$ cat src/rtl/debug_reg_dump_if.sv
`default_nettype none
// ============================================================================
// Module   : debug_reg_dump_if
// Purpose  : Register-bank debug read port plus byte-stream TX handshake.
// Revision : 1.0
// ============================================================================
interface debug_reg_dump_if #(
    parameter int NB_DATA = 32,
    parameter int NB_REG  = 5,
    parameter int NB_BYTE = 8
);
    logic                o_ctrl_read_debug_reg;
    logic [NB_REG-1:0]   o_addr_debug_unit;
    logic [NB_DATA-1:0]  i_data_reg_debug_unit;
    logic                o_tx_valid;
    logic [NB_BYTE-1:0]  o_tx_data;
    logic                i_tx_ready;

    modport master (
        output o_ctrl_read_debug_reg,
        output o_addr_debug_unit,
        input  i_data_reg_debug_unit,
        output o_tx_valid,
        output o_tx_data,
        input  i_tx_ready
    );

    modport slave (
        input  o_ctrl_read_debug_reg,
        input  o_addr_debug_unit,
        output i_data_reg_debug_unit,
        input  o_tx_valid,
        input  o_tx_data,
        output i_tx_ready
    );
endinterface
`default_nettype wire

$ cat src/rtl/debug_reg_dump.sv
`default_nettype none
// ============================================================================
// Module   : debug_reg_dump
// Purpose  : Walks the register bank via the debug port and streams each
//            register MSB-byte first over a valid/ready handshake.
// Revision : 1.0
// ============================================================================
module debug_reg_dump #(
    parameter int NB_DATA      = 32,
    parameter int NB_REG       = 5,
    parameter int N_REGS       = 32,
    parameter int NB_BYTE      = 8,
    parameter int READ_LATENCY = 1
) (
    input  wire logic        i_clock,
    input  wire logic        i_reset,
    input  wire logic        i_start,
    debug_reg_dump_if.master bus,
    output logic             o_busy,
    output logic             o_done
);
    localparam int c_NBYTES  = NB_DATA / NB_BYTE;
    localparam int c_NB_BCNT = (c_NBYTES > 1) ? $clog2(c_NBYTES) : 1;
    localparam int c_NB_WCNT = (READ_LATENCY > 1) ? $clog2(READ_LATENCY) : 1;
    localparam logic [c_NB_BCNT-1:0] c_LAST_BYTE = c_NB_BCNT'(c_NBYTES - 1);
    localparam logic [c_NB_WCNT-1:0] c_LAST_WAIT = c_NB_WCNT'(READ_LATENCY - 1);
    localparam logic [NB_REG-1:0]    c_LAST_ADDR = NB_REG'(N_REGS - 1);

    typedef enum logic [2:0] {
        ST_IDLE  = 3'd0,
        ST_WAIT  = 3'd1,
        ST_LATCH = 3'd2,
        ST_SEND  = 3'd3,
        ST_DONE  = 3'd4
    } state_t;

    state_t               r_state,    w_state;
    logic [NB_REG-1:0]    r_addr,     w_addr;
    logic                 r_ctrl,     w_ctrl;
    logic                 r_busy,     w_busy;
    logic                 r_valid,    w_valid;
    logic [NB_BYTE-1:0]   r_tx_data,  w_tx_data;
    logic [NB_DATA-1:0]   r_shift,    w_shift;
    logic [c_NB_BCNT-1:0] r_byte_cnt, w_byte_cnt;
    logic [c_NB_WCNT-1:0] r_wait_cnt, w_wait_cnt;
    logic [NB_DATA-1:0]   w_shifted;
    logic                 w_xfer;

    // Shifting the whole word keeps the next byte at the top, so the slice
    // stays legal even when a register is a single byte wide.
    assign w_shifted = r_shift << NB_BYTE;
    assign w_xfer    = r_valid & bus.i_tx_ready;

    always_comb begin
        w_state    = r_state;
        w_addr     = r_addr;
        w_ctrl     = r_ctrl;
        w_busy     = r_busy;
        w_valid    = r_valid;
        w_tx_data  = r_tx_data;
        w_shift    = r_shift;
        w_byte_cnt = r_byte_cnt;
        w_wait_cnt = r_wait_cnt;
        case (r_state)
            ST_IDLE: begin
                if (i_start) begin
                    w_state    = ST_WAIT;
                    w_addr     = '0;
                    w_ctrl     = 1'b1;
                    w_busy     = 1'b1;
                    w_wait_cnt = '0;
                end
            end
            ST_WAIT: begin
                w_wait_cnt = r_wait_cnt + 1'b1;
                if (r_wait_cnt == c_LAST_WAIT) begin
                    w_state = ST_LATCH;
                end
            end
            ST_LATCH: begin
                w_shift    = bus.i_data_reg_debug_unit;
                w_tx_data  = bus.i_data_reg_debug_unit[NB_DATA-1 -: NB_BYTE];
                w_byte_cnt = '0;
                w_valid    = 1'b1;
                w_state    = ST_SEND;
            end
            ST_SEND: begin
                if (w_xfer) begin
                    if (r_byte_cnt != c_LAST_BYTE) begin
                        w_shift    = w_shifted;
                        w_tx_data  = w_shifted[NB_DATA-1 -: NB_BYTE];
                        w_byte_cnt = r_byte_cnt + 1'b1;
                    end else begin
                        w_valid = 1'b0;
                        if (r_addr == c_LAST_ADDR) begin
                            w_state = ST_DONE;
                        end else begin
                            w_addr     = r_addr + 1'b1;
                            w_wait_cnt = '0;
                            w_state    = ST_WAIT;
                        end
                    end
                end
            end
            ST_DONE: begin
                w_ctrl  = 1'b0;
                w_busy  = 1'b0;
                w_addr  = '0;
                w_state = ST_IDLE;
            end
            default: begin
                w_state = ST_IDLE;
            end
        endcase
    end

    always_ff @(posedge i_clock) begin
        if (!i_reset) begin
            r_state    <= ST_IDLE;
            r_addr     <= '0;
            r_ctrl     <= 1'b0;
            r_busy     <= 1'b0;
            r_valid    <= 1'b0;
            r_tx_data  <= '0;
            r_shift    <= '0;
            r_byte_cnt <= '0;
            r_wait_cnt <= '0;
        end else begin
            r_state    <= w_state;
            r_addr     <= w_addr;
            r_ctrl     <= w_ctrl;
            r_busy     <= w_busy;
            r_valid    <= w_valid;
            r_tx_data  <= w_tx_data;
            r_shift    <= w_shift;
            r_byte_cnt <= w_byte_cnt;
            r_wait_cnt <= w_wait_cnt;
        end
    end

    assign bus.o_ctrl_read_debug_reg = r_ctrl;
    assign bus.o_addr_debug_unit     = r_addr;
    assign bus.o_tx_valid            = r_valid;
    assign bus.o_tx_data             = r_tx_data;
    assign o_busy                    = r_busy;
    assign o_done                    = (r_state == ST_DONE);
endmodule
`default_nettype wire
$ cat src/flat_wrapper.sv
// flat-port wrapper written by rule: the top's interface ports become plain ports
module debug_reg_dump_flat 
#(
    parameter int NB_DATA      = 32,
    parameter int NB_REG       = 5,
    parameter int N_REGS       = 32,
    parameter int NB_BYTE      = 8,
    parameter int READ_LATENCY = 1
)
  (i_clock, i_reset, i_start, o_busy, o_done, bus_o_ctrl_read_debug_reg, bus_o_addr_debug_unit, bus_i_data_reg_debug_unit, bus_o_tx_valid, bus_o_tx_data, bus_i_tx_ready);
  debug_reg_dump_if #(.NB_DATA(NB_DATA), .NB_REG(NB_REG), .NB_BYTE(NB_BYTE)) bus_i ();
  input  wire logic i_clock;
  input  wire logic i_reset;
  input  wire logic i_start;
  output logic o_busy;
  output logic o_done;
  output wire logic [$bits(bus_i.o_ctrl_read_debug_reg)-1:0] bus_o_ctrl_read_debug_reg;
  output wire logic [$bits(bus_i.o_addr_debug_unit)-1:0] bus_o_addr_debug_unit;
  input wire logic [$bits(bus_i.i_data_reg_debug_unit)-1:0] bus_i_data_reg_debug_unit;
  output wire logic [$bits(bus_i.o_tx_valid)-1:0] bus_o_tx_valid;
  output wire logic [$bits(bus_i.o_tx_data)-1:0] bus_o_tx_data;
  input wire logic [$bits(bus_i.i_tx_ready)-1:0] bus_i_tx_ready;
  assign bus_o_ctrl_read_debug_reg = bus_i.o_ctrl_read_debug_reg;
  assign bus_o_addr_debug_unit = bus_i.o_addr_debug_unit;
  assign bus_i.i_data_reg_debug_unit = bus_i_data_reg_debug_unit;
  assign bus_o_tx_valid = bus_i.o_tx_valid;
  assign bus_o_tx_data = bus_i.o_tx_data;
  assign bus_i.i_tx_ready = bus_i_tx_ready;
  debug_reg_dump #(.NB_DATA(NB_DATA), .NB_REG(NB_REG), .N_REGS(N_REGS), .NB_BYTE(NB_BYTE), .READ_LATENCY(READ_LATENCY)) u_core (.i_clock(i_clock), .i_reset(i_reset), .i_start(i_start), .bus(bus_i), .o_busy(o_busy), .o_done(o_done));
endmodule
$ cat config.mk
export PLATFORM = sky130hd
export DESIGN_NAME = debug_reg_dump_flat
export DESIGN_NICKNAME = d
export VERILOG_FILES = /design/src/rtl/debug_reg_dump_if.sv /design/src/rtl/debug_reg_dump.sv /design/src/flat_wrapper.sv
export SDC_FILE = /design/constraint.sdc
export NUM_CORES = 1
export LEC_CHECK = 0
export ABC_AREA = 1
export CAP_MARGIN = 10
export CORE_ASPECT_RATIO = 0.7
export CORE_MARGIN = 2
export CORE_UTILIZATION = 30
export DETAILED_ROUTE_END_ITERATION = 6
export GPL_ROUTABILITY_DRIVEN = 0
export SLEW_MARGIN = 10
export SYNTH_ARGS = -nofsm -noshare
export SYNTH_HDL_FRONTEND = slang
export SYNTH_SLANG_ARGS = --single-unit
$ cat constraint.sdc
create_clock -name i_clock -period 3.6 [get_ports i_clock]
set_input_delay 0.72 -clock i_clock [delete_from_list [all_inputs] [get_ports i_clock]]
set_output_delay 0.72 -clock i_clock [all_outputs]
set_load 0.005 [all_outputs]
* After elaboration in Yosys (flattened, before gate mapping) *
Index checks and enable logic that the tools add are counted.

word-level totals
  flip-flop bits (word level) = 45
  output and inout port bits = 17
  input bits = 36

operators by class
  bitwise logic cells = 1
  reduce and logical (&&, ||, !) cells = 11
  add/sub/neg operators = 3
  muxes and demuxes = 30
  eq/ne operators = 12

operators with widths
  kind                                                                    number
  24-bit 2-to-1 mux                                                       2
  24-bit case mux with 2 select lines                                     1
  5-bit 2-to-1 mux                                                        4
  8-bit 2-to-1 mux                                                        2
  8-bit case mux with 2 select lines                                      1
  3-bit 2-to-1 mux                                                        5
  5-bit case mux with 3 select lines                                      1
  3-bit case mux with 4 select lines                                      1
  2-bit != test (second input constant)                                   5
  5-bit AND reduction                                                     2
  1-bit 2-to-1 mux                                                        7
  3-bit by 2-bit equality test with 1-bit output (second input constant)  2
  3-bit AND reduction                                                     2
  3-bit nonzero test                                                      2
  5-bit by 1-bit adder with 5-bit output (second input constant)          1
  5-bit equality test (second input constant)                             1
  2-bit 2-to-1 mux                                                        2
  2-bit by 1-bit != test with 1-bit output (second input constant)        2
  1-bit case mux with 2 select lines                                      2
  2-bit case mux with 2 select lines                                      1
  4-bit AND reduction                                                     1
  2-bit nonzero test                                                      2
  3-bit by 1-bit equality test with 1-bit output (second input constant)  1
  3-bit equality test (second input constant)                             1
  6 further kinds                                                         6

* Logic depth before layout (Yosys ltp) *
  depth in word-level cells = 5
  gate-level depth with buffers = 10

* Least setup slack after synthesis *
Ideal clock, no wire load.

  path kind = input port to flip-flop
  start = in bus_i_tx_ready
  end = reg u_core.r_addr[0] (netlist: u_core.bus.o_addr_debug_unit[0])
  path slack = 2.039 ns
  buffers on the path = 0
  setup time = 0.116 ns
  stages = 5
  data required time = 3.484 ns
  data arrival time = 1.445 ns
  path through = nand2_1 > o21ai_1 > nand3_1 > nor2_1 > nor2_1

between the ends
  word-level cells in the longest chain between the ends = 3

ends and longest elaborated chain
  what                                                       RTL line               text
  start, declared                                            flat_wrapper.sv:22     input wire logic [$bits(bus_i.i_tx_ready)-1:0] bus_i_tx_ready;
  1-bit bitwise AND                                          debug_reg_dump.sv:52   assign w_xfer = r_valid & bus.i_tx_ready;
  2-bit by 1-bit != test with 1-bit output (no source line)  n/a
  5-bit AND reduction (no source line)                       n/a
  end signal, assigned                                       debug_reg_dump.sv:130  r_addr <= w_addr;
  end, declared                                              debug_reg_dump.sv:38   logic [NB_REG-1:0] r_addr, w_addr;

No other way between the ends.
A chain may end at the register's enable or synchronous reset.

* Final worst setup path *
  start = reg u_core.r_state[1]
  end = out o_done

between the ends
  word-level cells in the longest chain between the ends = 1

ends and longest elaborated chain
  what                    RTL line               text
  start, declared         debug_reg_dump.sv:37   state_t r_state, w_state;
  start signal, assigned  debug_reg_dump.sv:129  r_state <= w_state;
  3-bit equality test     debug_reg_dump.sv:146  assign o_done = (r_state == ST_DONE);
  end, declared           flat_wrapper.sv:16     output logic o_done;

No other way between the ends.

==> summary.md <==
| Metric | Value |
|---|---|
| Outcome | `complete, no violations` |
| Clock transition at path regs | `0.08 ns` |
| DR WL/cell | `11.1 um` |
| PwrDens | `421 mW/mm^2` |
| Io pins | `53` |
| Worst path slowest cell | `clkdlybuf4s50_1` |
| Hold wc startpoint | `u_core.r_shift[23]` |
| Worst Hold Depth | `2` |
| Worst skew pair latency | `0.30 ns` |
| HP Class | `reg2reg` |
| Crit-path most repeated cell | `nor2_1` |
| Area delta synth->final | `27.7%` |
| Clock sink count | `45` |
| Vias | `2004` |
| Commonest non-fill, non-tap cell in the layout | `nand2_1` |
| Nets | `400` |
| Slew Limit Fails | `0` |
| Worst setup EP type | `output pin` |
| Synthesized cell area | `0.00218 mm^2` |
| Antenna Nets Post-Route | `0` |
| Total die area | `0.00798 mm^2` |
| Initial core utilization | `0.317` |
| Share of layout cells above drive strength 1 | `0.0499` |
| Dpl hpwl | `3.59 mm` |
| Final setup vio count | `0` |
| Drt initial violations | `77` |
| Crit path DAT | `1.70 ns` |
| Sequential element share of the synthesized area | `0.413` |
| Vias per cell | `4.40` |
| First-pass GRT wire length | `8.27 mm` |
| R2r endpoint | `u_core.r_byte_cnt[0]` |
| R2R depth | `9` |
| Synth Instances | `317` |
| CP Class | `reg2out` |
| Max-cap check violation count | `0` |
| TritonCTS clock tree | `built` |
| Sw Ratio | `0.290` |
| Remaining Overflow, GRT | `0` |
| Largest net degree at the start of global routing | `36` |
| Reg-to-reg slack, setup | `1.68 ns` |
| Site Rows | `25` |
| Slew at the pin closest to its max-slew limit | `0.514 ns` |
| Buffer count from post-CTS setup fixing | `0` |
| Filler cells | `771` |
| Vias in the first global route | `1828` |
| Internal power | `0.832 mW` |
| CTS root buf | `clkbuf_8` |
| Crit Reg-Reg Startpoint | `u_core.r_state[1]` |
| Max Clk Rate | `413 MHz` |
| RSZ-0062 raised after global routing | `false` |
| Antenna diodes | `0` |
| Fin crit share | `0.672` |
| Resized Gates After CTS | `0` |
| Syn Nets | `356` |
| Most frequent cells in the layout | `nand2_1 (111), nor2_1 (56), clkdlybuf4s50_1 (52), dfxtp_1 (45), o21ai_0 (25)` |
| Routed wire length | `5.05 mm` |
| IO buf count | `52` |
| Area share of the largest cell type after synthesis | `0.413` |
| Crit path buf inv count | `2` |
| Rel. slew slack | `0.655` |
| Minimum clock period | `2.42 ns` |
| Antenna violations before repair | `0` |
| Logic pwr share | `0.232` |
| Cts hold-fix bufs | `0` |
| Cell taking the most area after synthesis | `dfxtp_1` |
| Synth top area cells | `dfxtp_1 (41%), nand2_1 (19%), nor2_1 (9.6%), o21ai_0 (5.7%), a21oi_1 (4.8%)` |
| DRC violations left | `0` |
| Clk buf depth | `2` |
| Die W | `106 um` |
| Worst Path Required | `2.88 ns` |
| Flop pwr share | `0.501` |
| Leakage | `1.12 nW` |
| Drt first pass iters | `4` |
| Core area | `0.00688 mm^2` |
| Final Core Density | `0.405` |
| Number of buffers created by CTS | `5` |
| Worst Skew | `0.00449 ns` |
| Yosys warns | `0` |
| Hold EP | `u_core.r_shift[23]` |
| Synthesized area per cell | `6.88 um^2` |
| Critical Path Fanout Max | `9` |
| Crit-path max cell delay | `0.51 ns` |
| Hold Vio Cnt, Final | `0` |
| Total negative slack | `0 ns` |
| Top Family by Delay on Critical Path | `buffers and inverters` |
| Count of different cell masters after synthesis | `28` |
| Depth of the CTS H-tree | `2` |
| Die height | `75.4 um` |
| Total GRT Usage | `0.134` |
| CP Launch Type | `flop` |
| Worst VDD drop | `0.165 mV` |
| Power share of the clock group | `0.266` |
| Crit path cell chain | `nor2_1 -> inv_1 -> nor2_1 -> clkdlybuf4s50_1` |
| Flops & latches, synth | `45` |
| P_sw | `0.341 mW` |
cells by family after synthesis:
| group | Yosys count | share of synthesized area |
|---|---|---|
| AOI/OAI and AO/OA | 50 | 0.115 |
| xor gates and xnor gates | 1 | 0.00401 |
| adders and majority gates | 3 | 0.0172 |
| buffers and inverters | 32 | 0.0872 |
| DFF | 45 | 0.413 |
| and+or+nand+nor | 186 | 0.364 |
metal layers:
| metal | vias up | share of wire | global-route usage |
|---|---|---|---|
| met3 | 7 | 0.055 | 0.0368 |
| met1 | 879 | 0.51 | 0.174 |
| met5 | - | 0 | 0 |
| li1 | 1082 | - | - |
| met4 | 0 | 0.016 | 0.0570 |
| met2 | 36 | 0.42 | 0.214 |
cell usage after synthesis:
cell type	number
nand2_2	1
nand3_1	5
buf_1	1
o21ai_1	4
clkbuf_1	2
nand3_4	1
nor2_1	56
nand3_2	1
nand2_1	111
nor2_8	1
o21ai_0	25
xor2_1	1
buf_2	3
nand4_1	3
nand2_8	1
buf_6	7
clkinv_1	1
nor2_2	1
nor3_1	2
dfxtp_1	45
nor2_4	1
inv_4	1
inv_2	1
a21oi_1	21
inv_1	13
buf_4	3
ha_1	3
nand2_4	2
cell type report:
class	instances	area, um^2	share of cell area
inverter	16	62.6	0.0225
sequential	45	901	0.323
clock buffer	7	86.3	0.0310
multi-input combinational	240	1090	0.392
timing repair buffer	53	528	0.189
tap	94	118	0.0422
how the worst max path moves through the flow:
stage / start / to / slack, ns / depth (start not counted)
floorplan: bus_i_tx_ready / u_core.bus.o_addr_debug_unit[0] / 2.04 / 5
global placement: i_reset / u_core.r_state[2] / 1.30 / 4
detailed placement: i_reset / u_core.o_busy / 1.29 / 4
CTS: u_core.r_state[1] / o_done / 1.17 / 4
global route: u_core.r_state[1] / o_done / 1.06 / 4
finish: u_core.r_state[1] / o_done / 1.18 / 4
worst register-to-register path, delay by kind of cell (launching register included):
| family | cells | cell delay [ns] |
|---|---|---|
| and+or+nand+nor | 8 | 0.99 |
| DFF | 1 | 0.58 |
| buffers and inverters | 1 | 0.25 |
flip-flops by register name (all words and copies together) (netlist names):
| signal | flops |
|---|---|
| u_core.r_state | 3 |
| u_core.bus.o_tx_valid | 1 |
| u_core.bus.o_addr_debug_unit | 5 |
| u_core.r_byte_cnt | 2 |
| u_core.r_wait_cnt | 1 |
| u_core.o_busy | 1 |
| u_core.r_shift | 24 |
| u_core.bus.o_tx_data | 8 |
metrics by stage:
step / setup slack [ns] / power [mW] / hold slack (ns) / cells / instance area, um^2
floorplan: 2.04 / 0.788 / 0.424 / 317 / 2180
global placement: 1.30 / 0.872 / 0.435 / 448 / 2700
detailed placement: 1.29 / 0.876 / 0.437 / 448 / 2700
CTS: 1.17 / 1.19 / 0.449 / 455 / 2790
global route: 1.06 / 1.24 / 0.488 / 455 / 2790
finish: 1.18 / 1.17 / 0.450 / 455 / 2790
power by group through the flow:
stage | Combinational (mW) | Clock [mW] | Sequential, mW
floorplan | 0.200 | 0 | 0.588
global placement | 0.273 | 0 | 0.599
detailed placement | 0.276 | 0 | 0.601
CTS | 0.277 | 0.324 | 0.589
global route | 0.310 | 0.340 | 0.595
finish | 0.273 | 0.313 | 0.588
Power figures use the tool's default switching activity.
